===== config.mk =====
export PLATFORM = sky130hd
export DESIGN_NAME = ssd_mux_driver_flat
export DESIGN_NICKNAME = d
export VERILOG_FILES = /design/src/rtl/ssd_pkg.sv /design/src/rtl/ssd_mux_driver_if.sv /design/src/rtl/ssd_glyph_rom.sv /design/src/rtl/ssd_mux_driver.sv /design/src/flat_wrapper.sv
export SDC_FILE = /design/constraint.sdc
export NUM_CORES = 1
export LEC_CHECK = 0
export ABC_CLOCK_PERIOD_IN_PS = 4600
export BUFFER_PORTS_ARGS = -buffer_cell sky130_fd_sc_hd__buf_2
export CORE_MARGIN = 5
export CORE_UTILIZATION = 36
export DETAILED_ROUTE_END_ITERATION = 12
export SYNTH_ARGS = -nofsm -noshare
export SYNTH_HDL_FRONTEND = slang
export SYNTH_HIERARCHICAL = 1
export SYNTH_SLANG_ARGS = --single-unit

===== constraint.sdc =====
create_clock -name clk -period 4.6 [get_ports clk]
set_input_delay 0.92 -clock clk [delete_from_list [all_inputs] [get_ports clk]]
set_output_delay 0.92 -clock clk [all_outputs]
set_load 0.005 [all_outputs]

===== src/rtl/ssd_pkg.sv =====
// rtl/ssd_pkg.sv - glyph codes, segment patterns and buffer entry type for the seven-segment driver
// Purpose : shared definitions for ssd_glyph_rom and ssd_mux_driver.
// Ports   : none (package).
package ssd_pkg;

    localparam int GLYPH_W = 5;

    typedef logic [GLYPH_W-1:0] glyph_t;

    // Active-low segment vector {g,f,e,d,c,b,a}; 0 = segment lit.
    typedef logic [6:0] seg_t;

    // One digit of a display message.
    typedef struct packed {
        glyph_t glyph;
        logic   dp;
        logic   blink;
    } digit_t;

    localparam glyph_t G_0     = 5'd0;
    localparam glyph_t G_1     = 5'd1;
    localparam glyph_t G_2     = 5'd2;
    localparam glyph_t G_3     = 5'd3;
    localparam glyph_t G_4     = 5'd4;
    localparam glyph_t G_5     = 5'd5;
    localparam glyph_t G_6     = 5'd6;
    localparam glyph_t G_7     = 5'd7;
    localparam glyph_t G_8     = 5'd8;
    localparam glyph_t G_9     = 5'd9;
    localparam glyph_t G_A     = 5'd10;
    localparam glyph_t G_B     = 5'd11;
    localparam glyph_t G_C     = 5'd12;
    localparam glyph_t G_D     = 5'd13;
    localparam glyph_t G_E     = 5'd14;
    localparam glyph_t G_F     = 5'd15;
    localparam glyph_t G_H     = 5'd16;
    localparam glyph_t G_L     = 5'd17;
    localparam glyph_t G_P     = 5'd18;
    localparam glyph_t G_R     = 5'd19;
    localparam glyph_t G_S     = 5'd20;
    localparam glyph_t G_T     = 5'd21;
    localparam glyph_t G_U     = 5'd22;
    localparam glyph_t G_Y     = 5'd23;
    localparam glyph_t G_DASH  = 5'd24;
    localparam glyph_t G_O     = 5'd25;
    localparam glyph_t G_N     = 5'd26;
    localparam glyph_t G_I     = 5'd27;
    localparam glyph_t G_BLANK = 5'd31;

    // Patterns are written as the lit-segment mask and inverted for the pins.
    localparam seg_t SEG_0     = ~7'h3F;
    localparam seg_t SEG_1     = ~7'h06;
    localparam seg_t SEG_2     = ~7'h5B;
    localparam seg_t SEG_3     = ~7'h4F;
    localparam seg_t SEG_4     = ~7'h66;
    localparam seg_t SEG_5     = ~7'h6D;
    localparam seg_t SEG_6     = ~7'h7D;
    localparam seg_t SEG_7     = ~7'h07;
    localparam seg_t SEG_8     = ~7'h7F;
    localparam seg_t SEG_9     = ~7'h6F;
    localparam seg_t SEG_A     = ~7'h77;
    localparam seg_t SEG_B     = ~7'h7C;
    localparam seg_t SEG_C     = ~7'h39;
    localparam seg_t SEG_D     = ~7'h5E;
    localparam seg_t SEG_E     = ~7'h79;
    localparam seg_t SEG_F     = ~7'h71;
    localparam seg_t SEG_H     = ~7'h76;
    localparam seg_t SEG_L     = ~7'h38;
    localparam seg_t SEG_P     = ~7'h73;
    localparam seg_t SEG_R     = ~7'h50;
    localparam seg_t SEG_S     = ~7'h6D;
    localparam seg_t SEG_T     = ~7'h78;
    localparam seg_t SEG_U     = ~7'h3E;
    localparam seg_t SEG_Y     = ~7'h6E;
    localparam seg_t SEG_DASH  = ~7'h40;
    localparam seg_t SEG_O     = ~7'h5C;
    localparam seg_t SEG_N     = ~7'h54;
    // Left-hand vertical bars so "I" is distinguishable from "1".
    localparam seg_t SEG_I     = ~7'h30;
    localparam seg_t SEG_BLANK = 7'h7F;

endpackage


===== src/rtl/ssd_mux_driver_if.sv =====
// rtl/ssd_mux_driver_if.sv - message load/ack bus between game control and the display driver
// Purpose : carries a full display message plus its load strobe and commit acknowledge.
// Ports   : msg_glyphs (5 bits per digit, digit 0 in [4:0]), msg_dp, msg_blink,
//           msg_load (1-cycle strobe), msg_ack (1-cycle commit pulse).
//           master = message producer, slave = ssd_mux_driver.
interface ssd_mux_driver_if
    import ssd_pkg::*;
#(
    parameter int N_DIGITS = 8
) ();

    logic [GLYPH_W*N_DIGITS-1:0] msg_glyphs;
    logic [N_DIGITS-1:0]         msg_dp;
    logic [N_DIGITS-1:0]         msg_blink;
    logic                        msg_load;
    logic                        msg_ack;

    modport master (
        output msg_glyphs,
        output msg_dp,
        output msg_blink,
        output msg_load,
        input  msg_ack
    );

    modport slave (
        input  msg_glyphs,
        input  msg_dp,
        input  msg_blink,
        input  msg_load,
        output msg_ack
    );

endinterface


===== src/rtl/ssd_glyph_rom.sv =====
// rtl/ssd_glyph_rom.sv - combinational glyph code to active-low seven-segment decoder
// Purpose : maps a 5-bit glyph code to segments {g,f,e,d,c,b,a}; unknown codes are blank.
// Ports   : code (in, 5 bits), seg (out, 7 bits active-low).
module ssd_glyph_rom
    import ssd_pkg::*;
(
    input  glyph_t code,
    output seg_t   seg
);

    always_comb begin
        seg = SEG_BLANK;
        case (code)
            G_0:     seg = SEG_0;
            G_1:     seg = SEG_1;
            G_2:     seg = SEG_2;
            G_3:     seg = SEG_3;
            G_4:     seg = SEG_4;
            G_5:     seg = SEG_5;
            G_6:     seg = SEG_6;
            G_7:     seg = SEG_7;
            G_8:     seg = SEG_8;
            G_9:     seg = SEG_9;
            G_A:     seg = SEG_A;
            G_B:     seg = SEG_B;
            G_C:     seg = SEG_C;
            G_D:     seg = SEG_D;
            G_E:     seg = SEG_E;
            G_F:     seg = SEG_F;
            G_H:     seg = SEG_H;
            G_L:     seg = SEG_L;
            G_P:     seg = SEG_P;
            G_R:     seg = SEG_R;
            G_S:     seg = SEG_S;
            G_T:     seg = SEG_T;
            G_U:     seg = SEG_U;
            G_Y:     seg = SEG_Y;
            G_DASH:  seg = SEG_DASH;
            G_O:     seg = SEG_O;
            G_N:     seg = SEG_N;
            G_I:     seg = SEG_I;
            G_BLANK: seg = SEG_BLANK;
            default: seg = SEG_BLANK;
        endcase
    end

endmodule


===== src/rtl/ssd_mux_driver.sv =====
// rtl/ssd_mux_driver.sv - time-multiplexed seven-segment driver with double-buffered messages
// Purpose : scans N_DIGITS digits, one per refresh tick, with ghost blanking after each
//           switch, per-digit blink and a shadow message committed only at frame end.
// Ports   : clk, rst_n (async active-low), enable (0 = all anodes off),
//           bus (slave: msg_glyphs/msg_dp/msg_blink/msg_load in, msg_ack out),
//           cathode (8, active-low {dp,g..a}), anode (N_DIGITS, active-low).
module ssd_mux_driver
    import ssd_pkg::*;
#(
    parameter int N_DIGITS     = 8,
    parameter int REFRESH_DIV  = 49999,
    parameter int BLINK_FRAMES = 64,
    parameter int BLANK_CYCLES = 16
) (
    input  logic                clk,
    input  logic                rst_n,
    input  logic                enable,
    ssd_mux_driver_if.slave     bus,
    output logic [7:0]          cathode,
    output logic [N_DIGITS-1:0] anode
);

    localparam int IDX_W = $clog2(N_DIGITS);
    localparam int PRE_W = (REFRESH_DIV > 0) ? $clog2(REFRESH_DIV + 1) : 1;
    localparam int FC_W  = (BLINK_FRAMES > 1) ? $clog2(BLINK_FRAMES) : 1;
    localparam int BLK_W = (BLANK_CYCLES > 0) ? $clog2(BLANK_CYCLES + 1) : 1;

    localparam logic [PRE_W-1:0] PRE_MAX  = PRE_W'(REFRESH_DIV);
    localparam logic [IDX_W-1:0] IDX_LAST = IDX_W'(N_DIGITS - 1);
    localparam logic [FC_W-1:0]  FC_LAST  = FC_W'(BLINK_FRAMES - 1);
    localparam logic [BLK_W-1:0] BLK_INIT = BLK_W'(BLANK_CYCLES);

    localparam digit_t DIGIT_BLANK = '{glyph: G_BLANK, dp: 1'b0, blink: 1'b0};

    logic [PRE_W-1:0] pre_cnt;
    logic [IDX_W-1:0] digit_idx;
    logic [BLK_W-1:0] blank_cnt;
    logic [FC_W-1:0]  frame_cnt;
    logic             blink_phase;
    logic             pending;
    logic             ack_q;

    digit_t active [N_DIGITS];
    digit_t shadow [N_DIGITS];
    digit_t msg_digits [N_DIGITS];

    logic   tick;
    logic   frame_end;
    digit_t cur_digit;
    seg_t   cur_seg;
    logic [7:0]          cathode_d;
    logic [N_DIGITS-1:0] anode_d;

    assign tick      = (pre_cnt == PRE_MAX);
    assign frame_end = tick && (digit_idx == IDX_LAST);

    // Refresh timebase: prescaler, digit scan index and post-switch blanking window.
    always_ff @(posedge clk or negedge rst_n) begin
        if (!rst_n) begin
            pre_cnt   <= '0;
            digit_idx <= '0;
            blank_cnt <= '0;
        end else begin
            pre_cnt <= tick ? '0 : pre_cnt + PRE_W'(1);
            if (tick) begin
                digit_idx <= (digit_idx == IDX_LAST) ? '0 : digit_idx + IDX_W'(1);
                blank_cnt <= BLK_INIT;
            end else if (blank_cnt != '0) begin
                blank_cnt <= blank_cnt - BLK_W'(1);
            end
        end
    end

    // Blink phase flips once every BLINK_FRAMES frames.
    always_ff @(posedge clk or negedge rst_n) begin
        if (!rst_n) begin
            frame_cnt   <= '0;
            blink_phase <= 1'b0;
        end else if (frame_end) begin
            if (frame_cnt == FC_LAST) begin
                frame_cnt   <= '0;
                blink_phase <= ~blink_phase;
            end else begin
                frame_cnt <= frame_cnt + FC_W'(1);
            end
        end
    end

    always_comb begin
        for (int i = 0; i < N_DIGITS; i++) begin
            msg_digits[i] = '{glyph: bus.msg_glyphs[i*GLYPH_W +: GLYPH_W],
                              dp:    bus.msg_dp[i],
                              blink: bus.msg_blink[i]};
        end
    end

    // Commit reads the shadow before this cycle's load overwrites it, so a load
    // landing on a committing frame end stays pending for the next frame.
    always_ff @(posedge clk or negedge rst_n) begin
        if (!rst_n) begin
            for (int i = 0; i < N_DIGITS; i++) begin
                active[i] <= DIGIT_BLANK;
                shadow[i] <= DIGIT_BLANK;
            end
            pending <= 1'b0;
            ack_q   <= 1'b0;
        end else begin
            ack_q <= frame_end && pending;
            if (frame_end && pending) begin
                active <= shadow;
            end
            if (bus.msg_load) begin
                shadow  <= msg_digits;
                pending <= 1'b1;
            end else if (frame_end) begin
                pending <= 1'b0;
            end
        end
    end

    assign bus.msg_ack = ack_q;

    assign cur_digit = active[digit_idx];

    ssd_glyph_rom u_rom (
        .code (cur_digit.glyph),
        .seg  (cur_seg)
    );

    always_comb begin
        anode_d   = '1;
        cathode_d = 8'hFF;
        if (enable && (blank_cnt == '0)) begin
            anode_d = ~(N_DIGITS'(1) << digit_idx);
            // Blinked-off digits keep their anode so the scan duty is unchanged.
            if (!(cur_digit.blink && blink_phase)) begin
                cathode_d = {~cur_digit.dp, cur_seg};
            end
        end
    end

    always_ff @(posedge clk or negedge rst_n) begin
        if (!rst_n) begin
            anode   <= '1;
            cathode <= 8'hFF;
        end else begin
            anode   <= anode_d;
            cathode <= cathode_d;
        end
    end

endmodule


===== src/flat_wrapper.sv =====
// flat-port wrapper written by rule: the top's interface ports become plain ports
module ssd_mux_driver_flat import ssd_pkg::*;
#(
    parameter int N_DIGITS     = 8,
    parameter int REFRESH_DIV  = 49999,
    parameter int BLINK_FRAMES = 64,
    parameter int BLANK_CYCLES = 16
)
  (clk, rst_n, enable, cathode, anode, bus_msg_glyphs, bus_msg_dp, bus_msg_blink, bus_msg_load, bus_msg_ack);
  ssd_mux_driver_if #(.N_DIGITS(N_DIGITS)) bus_i ();
  input  logic clk;
  input  logic rst_n;
  input  logic enable;
  output logic [7:0] cathode;
  output logic [N_DIGITS-1:0] anode;
  input wire logic [$bits(bus_i.msg_glyphs)-1:0] bus_msg_glyphs;
  input wire logic [$bits(bus_i.msg_dp)-1:0] bus_msg_dp;
  input wire logic [$bits(bus_i.msg_blink)-1:0] bus_msg_blink;
  input wire logic [$bits(bus_i.msg_load)-1:0] bus_msg_load;
  output wire logic [$bits(bus_i.msg_ack)-1:0] bus_msg_ack;
  assign bus_i.msg_glyphs = bus_msg_glyphs;
  assign bus_i.msg_dp = bus_msg_dp;
  assign bus_i.msg_blink = bus_msg_blink;
  assign bus_i.msg_load = bus_msg_load;
  assign bus_msg_ack = bus_i.msg_ack;
  ssd_mux_driver #(.N_DIGITS(N_DIGITS), .REFRESH_DIV(REFRESH_DIV), .BLINK_FRAMES(BLINK_FRAMES), .BLANK_CYCLES(BLANK_CYCLES)) u_core (.clk(clk), .rst_n(rst_n), .enable(enable), .bus(bus_i), .cathode(cathode), .anode(anode));
endmodule

Word level (Yosys, flattened, before mapping)
Memory sizes are Yosys's and may differ from the RTL's. Index checks and enable logic that the tools add are counted.

Reduce and logical (&&, ||, !) cells: 9. Equality and inequality tests: 3. Mux-type cells: 13. $add $sub $neg: 4. Bitwise logic cells: 4. Order comparisons: 1. Shift operators: 1.

Operators by type and width (number): $mux W8 (3); $bmux W7 S3 (1); $add A16 B1 Y16 const B (1); $eq A16 B16 Y1 const B (1); $mux W16 (1); $mux W7 (2); $mux W5 (2); $not A8 Y8 (1); $shl A1 B3 Y8 const A (1); $add A6 B1 Y6 const B (1); $eq A6 B6 Y1 const B (1); $mux W6 (1); $logic_not A5 Y1 (1); $reduce_bool A5 Y1 (1); $sub A5 B1 Y5 const B (1); $ge A4 B4 Y1 const B (1); $logic_and A1 B1 Y1 (4); $not A3 Y4 (1); $reduce_bool A2 Y1 (2); $add A3 B1 Y3 const B (1); $eq A3 B3 Y1 const B (1); $mux W3 (1); $mux W1 (2); $not A1 Y1 (2); $reduce_and A2 Y1 (1).

Memory bits (read-only): 224. Bits in registers: 161. Memories: 1. Bits of input ports: 60.

Memories: (no name shown) (words 32, width 7, read ports 1, clocked after Yosys merged registers in 0, wr ports 0, line ssd_glyph_rom.sv:13) `case (code)`.

Logic depth before layout (Yosys ltp)
Gate-level depths: netlist of the first run.

Depth after elaboration: 7. Mapped depth: 11.

By module
Netlist of the first run, hierarchy kept.

By module, submodules not included: ssd_mux_driver (cells an instance 474, instances 1, area an instance 6952.9 sq um); ssd_glyph_rom (cells an instance 62, instances 1, area an instance 464.2 sq um).

Worst setup path after synthesis of the first run
Ideal clock, no wire load.

Path type: register to register. Start point: register u_core.digit_idx[0]. End point: register u_core.cathode[1]. Stages on the path, launching flop included: 12. Setup time: 0.088 ns. Data arrival time: 3.162 ns. Buffers on the path: 2. Period minus slack after synthesis: 3.250 ns. Slack: 1.350 ns. Path through: dfrtp_1 clkbuf_1 buf_1 mux4_2 nand2_1 nand2_1 inv_1 ha_1 nor2_1 a31oi_1 o221a_2 or3_1.

RTL lines: start: declaration (line ssd_mux_driver.sv:36) `logic [IDX_W-1:0] digit_idx;`; start signal: assignment (line ssd_mux_driver.sv:66) `digit_idx <= (digit_idx == IDX_LAST) ? '0 : digit_idx + IDX_W'(1);`; end signal: assignment (line ssd_mux_driver.sv:148) `cathode <= cathode_d;`; end: declaration (line ssd_mux_driver.sv:19) `output logic [7:0] cathode,`.

==> results.cfg, run 1 <==
[placement]
gp_congestion = 0.824
hpwl_um = 10300
port_buffers = 76
pre_cts_ws_ps = 1310

[cts]
numCtsBuffers = 17
cts_sinks = 161
clock_latency_ps = 420
cts_resized = 0
root_buffer = clkbuf_16
h-tree-depth = 4
hold_buffers = 0
cts_tree = built
path_clk_slew_ps = 60
clock_path_buffers = 2
cts_setup_buffers = 0

[synth]
ys.flop_type = dfstp_2
synth_seq_area_share_pct = 55.9
postSynthRegisterBits = 161
synth_top_family_by_area = multiplexers
postSynthCellCount = 536
async_flop_share_pct = 100
synth_area_per_cell_um2 = 13.8
synth_compound_area_share_pct = 4.20
synth_mux_area_share_pct = 24.2
synth_edf_count = 0
ys_top_cells_by_count = 96 x dfstp_2, 65 x dfrtp_1, 60 x mux2_2
synth_fp_nets = 613
ys_warn_count = 6
synth_adder_area_share_pct = 2.87
synthXorXnorAreaFrac_pct = 1.77
yosysUniqueCellTypes = 52
synth.most_common_cell = dfstp_2
synthTopCellsByArea = dfstp_2 34%, dfrtp_1 22%, mux2_2 9.1%
synth.top_cell.area_share_pct = 34.0
yosys.area.top_type = dfstp_2
synth-simple-area-share_pct = 8.08
synth_area_mm2 = 0.00742

[routing]
vias = 4401
drt_iter0_drc = 271
drcViolationCount = 0
first_pass_iters = 4
avgRoutedWirePerCell_um = 16.4
vias_per_cell = 4.93
routed_wl_um = 14700
ant_nets = 0

[power_and_ir_drop]
switching_power_uw = 653
power_frac_seq_pct = 50.3
power_leakage_uw = 0.00382
p_sw_share_pct = 21.5
ir_worst_vdd_uv = 242
comb_power_share_pct = 4.2
power.internal_uw = 2390
clkPwrFrac_pct = 45.5
powerDensity_mw_per_mm2 = 352

[global_routing]
met3_usage_pct = 3.49
grt-ovfl-total = 0
grt_use_met2_pct = 19.9
antenna_found_initial = 0
grt_max_degree = 105
top_usage_layer = met2
grt_pass1_vias = 4740
track_usage_pct = 12.7
grt_first_pass_wirelength_um = 24400
grt_use_met1_pct = 17.3

[timing]
drv_slew = 0
layout_setup_ws_ps = 1310
setup_violations = 0
rsz0062_at_grt = false
hold_viol_final = 0
tightestPinTransition_ps = 1000
fmax_mhz = 304
period_needed_ps = 3290
period_share_pct = 71.6
fin_skew_ps = 12.3
relSlewSlack_pct = 32.5
tns_ps = 0

[floorplanning]
core_mm2 = 0.0202
fp-row-count = 52
die-area_mm2 = 0.0236
die_x_um = 154
start_util_pct = 36.7
io_pins = 77
die_y_um = 154

[finish]
drive_gt1_share_pct = 52.4
fin_nets = 687
n_antenna_cell = 0
areaGrowthSynthToFinish_pct = 16.5
fin_util_pct = 42.7

[flow_run]
drv_cap = 0

[critical_path]
cp-start-kind = flip-flop
cp.arrival_ps = 3620
required_ps = 4930
endpoint_kind = flip-flop
r2r_cells = 8
critPathKind = flip-flop to flip-flop
crit_fanout = 23

[status]
status = finished, final reports clean

[min_path]
hp-class = flip-flop to flip-flop
min_path_cells = 1
[cells in the final DEF (no fill, tap or decap), drive strengths merged, types with 2 or more instances in the layout]
cell,netlist,layout
mux2,116,116
dfstp,96,96
buf,13,82
dfrtp,65,65
nand2,35,35
clkbuf,14,21
nor2,20,20
inv,16,19
ha,17,17
o21ai,13,13
or3,12,12
nand3,12,12
a21oi,12,12
mux4,11,11
xnor2,10,10
mux2i,9,9
nand4,7,7
clkinv,1,7
nor4,6,6
nor3,5,5
xor2,5,5
nor2b,5,5
a2bb2oi,3,3
a31oi,3,3
and2,2,2
nand4bb,2,2
a22oi,2,2
and3,2,2
o31ai,2,2
nand2b,2,2
a221oi,2,2
o22ai,2,2
o221a,2,2
[layout make-up]
cell class,instances,area [um^2]
fillers,1841,11600
flip-flops and latches,161,4150
multi-input cells,331,3070
clock buffers,21,492
repair buffers,82,432
well taps,270,338
clock inverters,10,97.6
inverters,17,63.8
[power by group through the flow]
stage	Combinational, uW	Clock, uW	Sequential, uW
3_5_place_dp	133	0	1560
6_report	129	1380	1530
3_3_place_gp	128	0	1550
2_1_floorplan	65.5	0	1540
4_1_cts	133	1420	1530
5_1_grt	146	1480	1540
[metrics by stage]
stage	cell area (um^2)	power (uW)	hold WS (ps)	cells
finish	8640	3040	481	892
CTS	8640	3090	487	892
global route	8640	3160	501	892
global placement	8050	1680	468	861
detailed placement	8050	1690	469	861
floorplan	7420	1610	442	536
[sequential cells by signal, indices dropped and copies added, names as in the netlist]
signal and flops:
u_core/bus.msg_ack 1, u_core/blank_cnt 5, u_core/digit_idx 3, u_core/pre_cnt 16, u_core/frame_cnt 6, u_core/cathode 8, u_core/anode 8, u_core/shadow 56
u_core/active 56, u_core/blink_phase 1, u_core/pending 1
[metal layers]
metal	share of wire, %	routed length, um	vias to the layer above
li1	-	-	2060
met4	1.4	208	0
met1	47	6930	2221
met5	0	0	-
met2	47	6920	104
met3	4.1	608	16
[final timing paths]
check	slack [ps]	end	from
max	1310	u_core/cathode[3]	u_core/digit_idx[0]
min	480	u_core/blink_phase	u_core/blink_phase
max reg2reg	1310	u_core/cathode[3]	u_core/digit_idx[0]
min reg2reg	480	u_core/blink_phase	u_core/blink_phase
max in group asynchronous	3000	u_core/cathode[7]	rst_n
min in group asynchronous	620	u_core/pre_cnt[12]	rst_n
[logic make-up after synthesis]
family,after synthesis
flip-flops,161
XOR/XNOR,15
adder cells (fa/ha/maj),17
buffers and inverters,44
multiplexers,136
AND/OR/NAND/NOR,115
AO/OA/AOI/OAI,48
[worst max-delay path, cell delays in order, from the launching register on]
cell and delay [ps]:
dfrtp_1 670, buf_4 320, mux4_2 530, nand2_1 90, nand2_1 410, nand2b_1 370
a2bb2oi_1 170, o221a_2 260, or3_1 370
(Power assumes the default switching activity.)
==> run 2, diff against run 1 <==
--- a/config.mk
+++ b/config.mk
@@ -5,7 +5,7 @@
 export SDC_FILE = /design/constraint.sdc
 export NUM_CORES = 1
 export LEC_CHECK = 0
-export ABC_CLOCK_PERIOD_IN_PS = 4600
+export ABC_CLOCK_PERIOD_IN_PS = 2700
 export BUFFER_PORTS_ARGS = -buffer_cell sky130_fd_sc_hd__buf_2
 export CORE_MARGIN = 5
 export CORE_UTILIZATION = 36
==> constraint.sdc (replaced) <==
create_clock -name clk -period 2.7 [get_ports clk]
set_input_delay 0.54 -clock clk [delete_from_list [all_inputs] [get_ports clk]]
set_output_delay 0.54 -clock clk [all_outputs]
set_load 0.005 [all_outputs]
==> run 2 against run 1 <==
Effect of this change:
- clock-buffer cell count decreased by 2
- via count increased by 2.3%
- critical path type unchanged
- largest cell class unchanged
- global-route usage increased by 0.50 points
- routed wire length increased by 3.5%
- clock skew decreased by 2.1 ps
- die area unchanged
- highest routed layer unchanged
- register-to-register slack got worse by 1200 ps
==> results.cfg, run 2 (same netlist as run 1, synthesis figures left out) <==
[floorplanning]
die_y_um = 154
io_pins = 77
die-area_mm2 = 0.0236
core_mm2 = 0.0202
fp-row-count = 52
start_util_pct = 36.7
die_x_um = 154

[timing]
tightestPinTransition_ps = 564
drv_slew = 0
relSlewSlack_pct = 62.4
hold_viol_final = 0
fin_skew_ps = 10.1
setup_violations = 0
fmax_mhz = 387
layout_setup_ws_ps = 113
period_share_pct = 95.8
period_needed_ps = 2590
tns_ps = 0

[global_routing]
antenna_found_initial = 0
grt_first_pass_wirelength_um = 25200
grt_pass1_vias = 4921
track_usage_pct = 13.2
grt_max_degree = 60
grt-ovfl-total = 0

[cts]
h-tree-depth = 4
cts_tree = built
clock_path_buffers = 2
clock_latency_ps = 430
numCtsBuffers = 17
cts_sinks = 161
root_buffer = clkbuf_16
path_clk_slew_ps = 60

[critical_path]
critPathKind = flip-flop to flip-flop
r2r_cells = 10
cp.arrival_ps = 2890
rrSetupSlack_ps = 110
endpoint_kind = flip-flop
required_ps = 3010
r2r-end = u_core/active[8]
rr_startpoint = u_core/digit_idx[0]
cp-start-kind = flip-flop
crit_fanout = 15
critPathLaunch = u_core/digit_idx[0]

[routing]
vias_per_cell = 4.91
first_pass_iters = 4
avgRoutedWirePerCell_um = 16.5
vias = 4504
drcViolationCount = 0
routed_wl_um = 15200
ant_nets = 0
drt_iter0_drc = 244

[placement]
pre_cts_ws_ps = -25.0
placed_cells = 875
place_area_mm2 = 0.00824
port_buffers = 76
gp_congestion = 0.792
hpwl_um = 10800

[finish]
n_antenna_cell = 0
drive_gt1_share_pct = 55.2
fin_nets = 712
areaGrowthSynthToFinish_pct = 20.5
layoutNonFillerInstCount = 918
largestRegisters = u_core/active: 56 flops, u_core/shadow: 56 flops, u_core/pre_cnt: 16 flops
final_common_cell = dfstp_2
fin_util_pct = 44.2
final_cell_mix = 96 x dfstp_2, 75 x buf_2, 65 x dfrtp_1
fin_area_mm2 = 0.00893

[power_and_ir_drop]
ir_worst_vdd_uv = 373
powerDensity_mw_per_mm2 = 580
power_leakage_uw = 0.00395

[min_path]
hp-class = input port to async pin

[flow_run]
drv_cap = 0

[status]
status = finished, final reports clean
==> run 2: changes by cell type in the layout (fill, tap and decap cells not counted), sizes merged <==
cell,before,now
buf,82,106
clkinv,7,3
clkbuf,21,20
clkinvlp,0,3
inv,19,23
==> run 2: power breakdown <==
group          internal [uW]  total (uW)  leakage [uW]  switching, uW
clock network           1340        2350      0.000277           1010
logic                    122         228       0.00182            106
registers               2560        2610       0.00185           52.0
==> run 2: metal layers <==
metal / vias up / track usage [%] / wire [um]
li1: 2114 / - / -
met1: 2267 / 17.7 / 7000
met2: 104 / 21.1 / 7270
met3: 19 / 3.60 / 692
met4: 0 / 4.16 / 220
met5: - / 0 / 0
==> run 2: final cells by class <==
type | instances | area, um^2
clock buffer | 19 | 454
clock inverter | 13 | 123
fill | 1815 | 11300
inverter | 17 | 63.8
multi-input combinational | 331 | 3090
sequential | 161 | 4150
tap | 270 | 338
timing repair buffer | 107 | 717
==> run 2: worst max path at each step <==
stage / end / slack, ps / depth (start not counted)
4_1_cts: u_core/cathode[1] / 40 / 10
3_3_place_gp: u_core/cathode[1] / 70 / 10
3_5_place_dp: u_core/cathode[1] / -30 / 10
5_1_grt: u_core/active[8] / -20 / 10
2_1_floorplan: u_core/cathode[1] / 5 / 11
6_report: u_core/active[8] / 110 / 10
==> run 2: what timing repair did <==
item	4_1_cts	5_1_grt
pin swaps	0	3
setup endpoints to repair	2	4
buffers inserted	0	11
hold buffers	0	0
resized for setup	2	4
==> run 2: critical path, cell delays in order, from the launching register on <==
cell     delay (ps)
dfrtp_1         400
buf_12          150
buf_4           190
ha_1            210
ha_2            230
nand4_1         190
nor4_4          370
nand2_4          90
buf_12          160
buf_12          160
mux2_1          320
==> run 2: through the flow <==
step / hold slack, ps / power (uW)
after floorplan: 244 / 2730
after global placement: 466 / 2870
after detailed placement: 478 / 2890
after CTS: 98.7 / 5260
after global routing: 116 / 5390
final: 91.7 / 5180
==> run 3, diff against run 2 <==
--- a/config.mk
+++ b/config.mk
@@ -7,9 +7,9 @@
 export LEC_CHECK = 0
 export ABC_CLOCK_PERIOD_IN_PS = 2700
 export BUFFER_PORTS_ARGS = -buffer_cell sky130_fd_sc_hd__buf_2
-export CORE_MARGIN = 5
 export CORE_UTILIZATION = 36
 export DETAILED_ROUTE_END_ITERATION = 12
+export PLACE_DENSITY = 0.67
 export SYNTH_ARGS = -nofsm -noshare
 export SYNTH_HDL_FRONTEND = slang
 export SYNTH_HIERARCHICAL = 1
==> constraint.sdc (replaced) <==
create_clock -name clk -period 2.7 [get_ports clk]
set_input_delay 0.27 -clock clk [delete_from_list [all_inputs] [get_ports clk]]
set_output_delay 0.27 -clock clk [all_outputs]
set_load 0.005 [all_outputs]
==> run 3 against run 2 <==
Effect of this change:
- maximum frequency fell by 0.38%
- first-iteration DRC count fell by 0.41%
- total power fell by 1.3%
- routed wire length fell by 2.7%
- final area fell by 1.4%
- clock skew rose by 1.6 ps
- sequential power barely moved
- critical path type unchanged
- largest cell class unchanged
- largest power group unchanged
- highest routed layer unchanged
==> results.cfg, run 3 (same netlist as run 1, synthesis figures left out) <==
[cts]
root_buffer = clkbuf_16
clock_latency_ps = 430
cts_setup_buffers = 0
h-tree-depth = 4
clock_path_buffers = 2
cts_tree = built
cts_sinks = 161
numCtsBuffers = 17
path_clk_slew_ps = 70

[global_routing]
grt_max_degree = 59
track_usage_pct = 15.0
grt-ovfl-total = 0
grt_pass1_vias = 4785
antenna_found_initial = 0
grt_first_pass_wirelength_um = 25100

[placement]
gp_congestion = 0.895
hpwl_um = 10600
port_buffers = 76
placed_cells = 876

[timing]
relSlewSlack_pct = 50.7
tns_ps = 0
setup_violations = 0
drv_slew = 0
fmax_mhz = 385
period_needed_ps = 2600
period_share_pct = 96.2
tightestPinTransition_ps = 739
fin_skew_ps = 11.8
hold_viol_final = 0
rsz0062_at_grt = false

[routing]
drt_iter0_drc = 243
vias = 4490
first_pass_iters = 4
avgRoutedWirePerCell_um = 16.2
vias_per_cell = 4.94
drcViolationCount = 0
ant_nets = 0
routed_wl_um = 14800

[critical_path]
cp.arrival_ps = 2940
critPathKind = flip-flop to flip-flop
crit_fanout = 12
r2r-end = u_core/cathode[2]
required_ps = 3040
r2r_cells = 9
rrSetupSlack_ps = 100
cp-start-kind = flip-flop
rr_startpoint = u_core/digit_idx[0]
endpoint_kind = flip-flop

[power_and_ir_drop]
switching_power_uw = 1120
clkPwrFrac_pct = 44.6
p_sw_share_pct = 21.9
powerDensity_mw_per_mm2 = 581
power.internal_uw = 4000
ir_worst_vdd_uv = 437
comb_power_share_pct = 4.4
power_frac_seq_pct = 51.0
power_leakage_uw = 0.00389

[finish]
layoutNonFillerInstCount = 909
largestRegisters = u_core/active: 56 flops, u_core/shadow: 56 flops, u_core/pre_cnt: 16 flops
n_antenna_cell = 0
final_cell_mix = 96 x dfstp_2, 75 x buf_2, 64 x dfrtp_1
final_common_cell = dfstp_2
drive_gt1_share_pct = 54.9
areaGrowthSynthToFinish_pct = 18.8
nFillCells = 1826
fin_nets = 703

[min_path]
min_path_cells = 2
min_to = u_core/shadow[24]
hp-class = input port to flip-flop
holdCritStartpoint = bus_msg_glyphs[21]

[flow_run]
drv_cap = 0

[floorplanning]
die_y_um = 146
die_x_um = 146
core_mm2 = 0.0202
io_pins = 77
fp-row-count = 52
die-area_mm2 = 0.0212
start_util_pct = 36.7

[status]
status = finished, final reports clean
## run 3: cell types whose count changed in the layout (fill, tap and decap cells not counted), moves of 4 or more
cell and change:
buf_12 -5, clkinv_2 +5, buf_4 -4, inv_6 -4
## run 3: power groups by stage
| stage | Combinational, uW | Clock [uW] | Sequential [uW] |
|---|---|---|---|
| floorplan | 112 | 0 | 2620 |
| global placement | 220 | 0 | 2650 |
| detailed placement | 230 | 0 | 2650 |
| CTS | 233 | 2350 | 2610 |
| global route | 252 | 2460 | 2620 |
| finish | 226 | 2280 | 2610 |
## run 3: worst max-delay path by stage
stage	end	depth (start not counted)	startpoint	slack, ps
floorplan	u_core/cathode[1]	11	u_core/digit_idx[1]	5
global route	u_core/cathode[2]	9	u_core/digit_idx[0]	2
finish	u_core/cathode[2]	9	u_core/digit_idx[0]	100
detailed placement	u_core/cathode[6]	9	u_core/digit_idx[0]	20
CTS	u_core/cathode[6]	9	u_core/digit_idx[0]	10
global placement	u_core/cathode[6]	9	u_core/digit_idx[0]	150
## run 3: layout make-up
class / instances / area (um^2) / area share [%]
Sequential cell: 161 / 4150 / 47.1
Multi-Input combinational cell: 331 / 3100 / 35.2
Timing Repair Buffer: 98 / 592 / 6.72
Clock buffer: 19 / 454 / 5.15
Tap cell: 270 / 338 / 3.83
Clock inverter: 13 / 109 / 1.24
Inverter: 17 / 66.3 / 0.753
## run 3: what timing repair did
item,CTS,global route
hold buffers,1,0
setup endpoints to repair,0,8
hold endpoints to repair,30,0
resized for setup,0,14
## run 3: critical path, stage by stage (launching register included)
cell	delay, ps
dfrtp_1	380
buf_12	150
buf_4	210
mux4_2	520
nand2_1	80
nand2_1	170
buf_4	230
a221oi_1	260
a21oi_1	100
or3_1	390
## run 3: per-stage QoR
stage / setup WS, ps / cell area [um^2] / hold WS (ps) / utilization (%) / total power, uW
6_report: 103 / 8810 / 72.7 / 43.5 / 5120
2_1_floorplan: 4.98 / 7430 / -25.6 / - / 2730
3_5_place_dp: 21.4 / 8200 / 275 / 40.5 / 2880
3_3_place_gp: 146 / 8200 / 265 / 40.5 / 2870
4_1_cts: 12.6 / 8770 / 54.0 / 43.3 / 5190
5_1_grt: 1.75 / 8810 / 56.5 / 43.5 / 5330
## run 3: per-layer routing
layer | up-vias | routed length [um] | GRT usage (%)
met5 | - | 0 | 0
met4 | 0 | 285 | 5.68
met3 | 23 | 581 | 3.67
met2 | 109 | 6960 | 23.6
met1 | 2269 | 6950 | 20.0
li1 | 2089 | - | -
